--- src/rtl/vote_collect.sv ---
// vote_collect
//   Front end of the five-voter majority circuit. A start pulse opens a
//   voting window of WINDOW cycles; during the window each rising edge on a
//   voter key updates that voter's vote bit. The vote bits are held on A1..A5
//   until the next accepted start, and the downstream majority stage reads
//   them directly. done pulses for one cycle when the votes become final.
//
// Build option:
//   VOTE_LOCK_EN  defined   : a press sets the vote; later presses have no effect.
//                 undefined : each press toggles the vote (default).
//
// Ports:
//   clk          in   single rising-edge clock
//   rst          in   synchronous active-high reset
//   start        in   opens a window (only looked at in IDLE)
//   key[4:0]     in   voter keys, synchronous and debounced; bit i = voter i+1
//   A1..A5       out  registered vote bits
//   cast[2:0]    out  number of votes set, combinational from the vote registers
//   busy         out  high while the window is open
//   done         out  one-cycle pulse when the votes become final
//   remain       out  cycles left in the window, 0 outside the window
//
// State table:
//   state  | meaning
//   S_IDLE | waiting for start, votes held from the previous window
//   S_VOTE | window open, presses update votes, remain counts down
//   S_DONE | votes final, done high for this one cycle
module vote_collect #(
  parameter int WINDOW = 100,
  parameter int CNT_W  = 8
) (
  input  logic             clk,
  input  logic             rst,
  input  logic             start,
  input  logic [4:0]       key,
  output logic             A1,
  output logic             A2,
  output logic             A3,
  output logic             A4,
  output logic             A5,
  output logic [2:0]       cast,
  output logic             busy,
  output logic             done,
  output logic [CNT_W-1:0] remain
);

  typedef enum logic [1:0] {
    S_IDLE = 2'd0,
    S_VOTE = 2'd1,
    S_DONE = 2'd2
  } state_t;

  localparam logic [CNT_W-1:0] WINDOW_LD = CNT_W'(WINDOW);
  localparam logic [CNT_W-1:0] CNT_ONE   = CNT_W'(1);

  state_t     state;
  logic [4:0] key_q;
  logic [4:0] votes;
  logic [4:0] press;
  logic [4:0] next_votes;

  // A key already held when the window opens has key_q=1, so it only
  // registers after a release and a new press.
  assign press = key & ~key_q;

  always_comb begin
    next_votes = votes;
`ifdef VOTE_LOCK_EN
    next_votes = votes | press;
`else
    next_votes = votes ^ press;
`endif
  end

  always_ff @(posedge clk) begin
    if (rst) begin
      state  <= S_IDLE;
      key_q  <= 5'd0;
      votes  <= 5'd0;
      busy   <= 1'b0;
      done   <= 1'b0;
      remain <= '0;
    end else begin
      key_q <= key;
      done  <= 1'b0;
      case (state)
        S_IDLE: begin
          busy   <= 1'b0;
          remain <= '0;
          if (start) begin
            state  <= S_VOTE;
            votes  <= 5'd0;
            remain <= WINDOW_LD;
            busy   <= 1'b1;
          end
        end
        S_VOTE: begin
          // Presses on the closing edge still count.
          votes <= next_votes;
          if (remain <= CNT_ONE) begin
            state  <= S_DONE;
            remain <= '0;
            busy   <= 1'b0;
            done   <= 1'b1;
          end else begin
            remain <= remain - CNT_ONE;
          end
        end
        S_DONE: begin
          state  <= S_IDLE;
          busy   <= 1'b0;
          remain <= '0;
        end
        default: begin
          state  <= S_IDLE;
          busy   <= 1'b0;
          remain <= '0;
        end
      endcase
    end
  end

  assign A1 = votes[0];
  assign A2 = votes[1];
  assign A3 = votes[2];
  assign A4 = votes[3];
  assign A5 = votes[4];

  always_comb begin
    cast = 3'd0;
    for (int i = 0; i < 5; i++) begin
      cast = cast + {2'b00, votes[i]};
    end
  end

endmodule

--- config.mk ---
export PLATFORM = sky130hd
export DESIGN_NAME = vote_collect
export DESIGN_NICKNAME = d
export VERILOG_FILES = /design/src/rtl/vote_collect.sv
export SDC_FILE = /design/constraint.sdc
export NUM_CORES = 1
export LEC_CHECK = 0
export CORE_MARGIN = 2
export CORE_UTILIZATION = 35
export CTS_BUF_LIST = sky130_fd_sc_hd__clkbuf_4 sky130_fd_sc_hd__clkbuf_8 sky130_fd_sc_hd__clkbuf_16
export DETAILED_ROUTE_END_ITERATION = 10
export HOLD_SLACK_MARGIN = 0.02
export SLEW_MARGIN = 20
export SYNTH_ARGS = -nofsm -noshare
export SYNTH_HDL_FRONTEND = slang
export SYNTH_SLANG_ARGS = --single-unit
--- constraint.sdc ---
create_clock -name clk -period 1.7 [get_ports clk]
set_input_delay 0.255 -clock clk [delete_from_list [all_inputs] [get_ports clk]]
set_output_delay 0.255 -clock clk [all_outputs]
set_load 0.01 [all_outputs]
# After elaboration in Yosys (flattened, before gate mapping)

Index checks and enable logic that the tools add are counted.

Flip-flop bits (word level): 22
Bits in latches: 0
Bits in writable memories: 0
ROM bits: 0
Input port bits: 8
Word-level logic and storage cells: 36
Memories: 0

$add $sub $neg: 5
Multipliers: 0
Divide/modulo/power cells: 0
$lt $le $gt $ge: 1
Equality and inequality tests: 3
Shift-type cells: 0
Muxes and demuxes: 12
Bitwise logic cells: 4
Reduce and logical (&&, ||, !) cells: 5

Operators with widths:

| kind                                                           | number |
|---|---|
| one-hot mux 8 bit (2 select lines)                             | 1 |
| one-hot mux 5 bit (2 select lines)                             | 1 |
| less-or-equal comparator 8 x 1 -> 1 bit, second input constant | 1 |
| 2-to-1 mux 8 bit                                               | 1 |
| subtractor 8 x 1 -> 8 bit, second input constant               | 1 |
| 2-to-1 mux 7 bit                                               | 1 |
| adder 3 x 1 -> 3 bit                                           | 2 |
| bitwise AND 5 bit                                              | 1 |
| 2-to-1 mux 5 bit                                               | 1 |
| NOT 5 bit                                                      | 1 |
| XOR 5 bit                                                      | 1 |
| 2-to-1 mux 2 bit                                               | 2 |
| inequality test 2 bit, second input constant                   | 2 |
| one-hot mux 2 bit (2 select lines)                             | 1 |
| AND reduction 2 bit                                            | 2 |
| adder 2 x 1 -> 3 bit                                           | 1 |
| 2-to-1 mux 1 bit                                               | 3 |
| adder 1 x 1 -> 2 bit                                           | 1 |
| equality test 2 x 1 -> 1 bit, second input constant            | 1 |
| zero test 2 bit                                                | 1 |
| one-hot mux 1 bit (2 select lines)                             | 1 |
| nonzero test 2 bit                                             | 1 |
| OR reduction 2 bit                                             | 1 |
| NOT 1 bit                                                      | 1 |

# Longest topological paths before layout

Word-level depth: 4
Gate-level depth with buffers: 5
Depth with buffers taken out: 5

# Least setup slack after synthesis

OpenSTA, ideal clock, no wires.

Kind: register to output
Start: reg votes[1]
End: out cast[1]
Arrival: 1536 ps
Slack: -91 ps
Stages on the path, launching flop included: 4
Cell sequence: dfxtp_1 fa_1 fa_1 ha_1

Longest elaborated chain between the ends: 4

RTL lines:

| what                               | line | text |
|---|---|---|
| start: declaration                 | 58   | `logic [4:0] votes;` |
| start signal: assignment           | 99   | `votes <= next_votes;` |
| adder 1 x 1 -> 2 bit               | 132  | `cast = cast + {2'b00, votes[i]};` |
| adder 2 x 1 -> 3 bit               | 132  |  |
| adder 3 x 1 -> 3 bit (2 in series) | 132  |  |
| end: declaration                   | 41   | `output logic [2:0] cast,` |

No other way between the ends.

# Final worst setup path

Start: reg votes[3]
End: out cast[1]

Longest elaborated chain between the ends: 2

RTL lines:

| what                               | line |
|---|---|
| adder 3 x 1 -> 3 bit (2 in series) | 132 |

No other way between the ends.

==> insert_results.sql <==
INSERT INTO impl_metrics (metric_group, metric, value, unit) VALUES
('status', 'run_status', 'finished, violations left', ''),
('status', 'violated_checks', 'negative setup slack', ''),
('timing', 'worst_slack', '-440', 'ps'),
('grt', 'first_global_vias', '828', ''),
('setup_path', 'cp.arrival', '1880', 'ps'),
('synthesis', 'yosysUniqueCellTypes', '34', ''),
('synthesis', 'post_synth_inst_count', '93', ''),
('timing', 'holdWs', '490', 'ps'),
('clocking', 'clock_tree_from_tritoncts', 'done', ''),
('synthesis', 'post_synth_main_area_contributors', 'sky130_fd_sc_hd__dfxtp_1, sky130_fd_sc_hd__fa_1, sky130_fd_sc_hd__ha_1', ''),
('floorplan', 'placementRows', '18', ''),
('place', 'dp.final_hpwl', '1.58', 'mm'),
('synthesis', 'postSynthNetCount', '106', ''),
('synthesis', 'synth_seq_area_share', '46.7', '%'),
('timing', 'achievable-frequency', '467', 'MHz'),
('synthesis', 'synthesized_area_fraction_occupied_by_adder_cells', '8.23', '%'),
('clocking', 'root_buffer', 'sky130_fd_sc_hd__clkbuf_4', ''),
('grt', 'initial_antenna_violation_count', '0', ''),
('synthesis', 'portion_of_netlist_area_occupied_by_mux_cells', '0', '%'),
('drt', 'via_count', '838', ''),
('drt', 'drt-wirelength-per-cell', '12.0', 'um'),
('layout', 'fin_cells', '168', ''),
('synthesis', 'synth-edff-count', '0', ''),
('clocking', 'tritoncts.num_buffers', '3', ''),
('place', 'place_inst', '164', ''),
('grt', 'grt_util_all_layers', '13.8', '%'),
('synthesis', 'post-synth-top-count-cell', 'sky130_fd_sc_hd__dfxtp_1', ''),
('floorplan', 'design.die.area', '3120', 'um^2'),
('synthesis', 'synthesis.area', '942', 'um^2'),
('setup_path', 'worst_ep_required_time', '1440', 'ps'),
('floorplan', 'core_area', '2520', 'um^2'),
('synthesis', 'synth_compound_gate_area_share', '17.4', '%'),
('setup_path', 'critical_path.startpoint_type', 'flip-flop', ''),
('timing', 'setup-violations-final', '3', ''),
('clocking', 'clock_tree.htree_level_count', '1', ''),
('synthesis', 'synth_top_cell_area_share', '46.7', '%'),
('power', 'worst_supply_voltage_drop_on_vdd', '0.000680', 'V'),
('grt', 'grt_pass1_wl', '3.58', 'mm'),
('synthesis', 'synth-xor-area-share', '1.86', '%'),
('setup_path', 'timing.critical_path.to_type', 'primary output', ''),
('synthesis', 'yosys_warnings', '0', ''),
('drt', 'route.antenna.remaining_nets', '0', ''),
('synthesis', 'combinational_family_with_the_most_area_after_synthesis', 'simple AND/OR/NAND/NOR gates', ''),
('floorplan', 'die_x', '55.9', 'um'),
('grt', 'grt_overflow', '0', ''),
('clocking', 'clkLatencyLatePin', '300', 'ps'),
('drt', 'drt_pass_1_iters', '3', ''),
('synthesis', 'ys_async_sr_fraction', '0', '%'),
('timing', 'maxSlewHeadroom', '57.3', '%'),
('power', 'leakage_power', '0.597', 'nW'),
('drt', 'detail_route.iter0.violations', '15', ''),
('timing', 'clock_skew', '4.34', 'ps'),
('synthesis', 'primary_flip_flop_cell_chosen_by_synthesis_mapping', 'sky130_fd_sc_hd__dfxtp_1', ''),
('layout', 'antenna_cells', '0', ''),
('grt', 'grt_start_max_net_pins', '14', ''),
('setup_path', 'timing.setup.critical_path_class', 'flip-flop to primary output', ''),
('min_path', 'worst_hold_path.num_cells', '2', ''),
('clocking', 'max-clock-path-buffers', '2', ''),
('timing', 'period_share', '126', '%'),
('timing', 'final_period_minus_worst_setup_slack', '2140', 'ps'),
('timing', 'setup-tns-final', '-1130', 'ps'),
('synthesis', 'synth_largest_area_cell', 'sky130_fd_sc_hd__dfxtp_1', ''),
('synthesis', 'synth_simple_gate_area_share', '22.4', '%'),
('place', 'numPortBuffers', '25', ''),
('layout', 'fin_nets', '152', ''),
('place', 'finalWeightedCongestion', '0.775', ''),
('setup_path', 'critical_path_peak_fanout', '2', ''),
('drt', 'vias_per_cell', '4.99', ''),
('min_path', 'hold_wc_path_type', 'flip-flop to flip-flop', ''),
('power', 'pwr_density_cell', '1090', 'nW/um^2'),
('run', 'max_cap_violations', '0', '');
-- worst paths after layout --
kind / from / to / slack, ps
worst max-delay path: votes[3]$_SDFFE_PP0P_ / cast[1] / -440
worst min-delay path: busy$_SDFFE_PP0P_ / busy$_SDFFE_PP0P_ / 490
worst max register to register: remain[3]$_SDFF_PP0_ / remain[7]$_SDFF_PP0_ / 120
worst min register to register: busy$_SDFFE_PP0P_ / busy$_SDFFE_PP0P_ / 490
-- power breakdown --
group	leakage [nW]	switching, mW	internal, mW
registers	0.182	0.0501	0.576
logic	0.386	0.242	0.316
clock network	0.0279	0.152	0.238
total	0.597	0.444	1.13
-- sequential cells by signal, summed over array words and instances, names as in the netlist --
signal / count
done: 1
votes: 5
key_q: 5
busy: 1
state: 2
remain: 8
-- what timing repair did --
action | CTS | global route
endpoints found under the setup margin | 3 | 5
resized for setup | 15 | 4
pin swaps | 2 | 1
buffers inserted | 0 | 0
hold buffers | 0 | 0
-- critical path: stages, from the launching register on --
cell                      delay (ps)
sky130_fd_sc_hd__dfxtp_2         350
sky130_fd_sc_hd__fa_1            500
sky130_fd_sc_hd__fa_2            370
sky130_fd_sc_hd__ha_4            280
sky130_fd_sc_hd__buf_6            90
-- metrics by stage --
stage | worst slack [ps] | total power [mW] | instance area, um^2 | util, %
2_1_floorplan | -12.9 | 0.909 | 961 | -
3_3_place_gp | -495 | 1.16 | 1370 | 54.4
3_5_place_dp | -541 | 1.17 | 1370 | 54.4
4_1_cts | -497 | 1.57 | 1430 | 56.6
5_1_grt | -504 | 1.67 | 1440 | 57.0
6_report | -440 | 1.57 | 1440 | 57.0
-- cells by family after synthesis --
family | Yosys count
simple gates | 34
flops | 22
buf+inv | 8
compound gates | 22
xor+xnor | 2
fa+ha+maj | 5
-- cells in the final DEF (no fill, tap or decap), types with 4 or more instances in the layout --
cell type                         synthesis  routed
sky130_fd_sc_hd__inv_1                    7       7
sky130_fd_sc_hd__dfxtp_2                  0       4
sky130_fd_sc_hd__nor2_1                   7       6
sky130_fd_sc_hd__a21oi_1                  6       6
sky130_fd_sc_hd__dfxtp_1                 22      18
sky130_fd_sc_hd__o21ai_0                  5       5
sky130_fd_sc_hd__clkdlybuf4s50_1          0      22
sky130_fd_sc_hd__buf_4                    0      17
sky130_fd_sc_hd__nand2b_1                 4       4
-- routing by layer --
layer / track usage [%] / routed length, um / vias up / part of all wire [%]
met1: 18.1 / 974 / 391 / 48
met3: 2.56 / 84 / 0 / 4.2
met5: 0 / 0 / - / 0
li1: - / - / 431 / -
met4: 4.08 / 0 / 0 / 0
met2: 23.0 / 956 / 16 / 47
-- final cells by class --
class | count | area, um^2
repair buffers | 42 | 382
flip-flops and latches | 22 | 445
multi-input cells | 63 | 495
inverters | 7 | 26.3
well taps | 30 | 37.5
clock inverters | 1 | 30.0
fillers | 232 | 1080
clock buffers | 3 | 22.5
(Power assumes the default switching activity.)
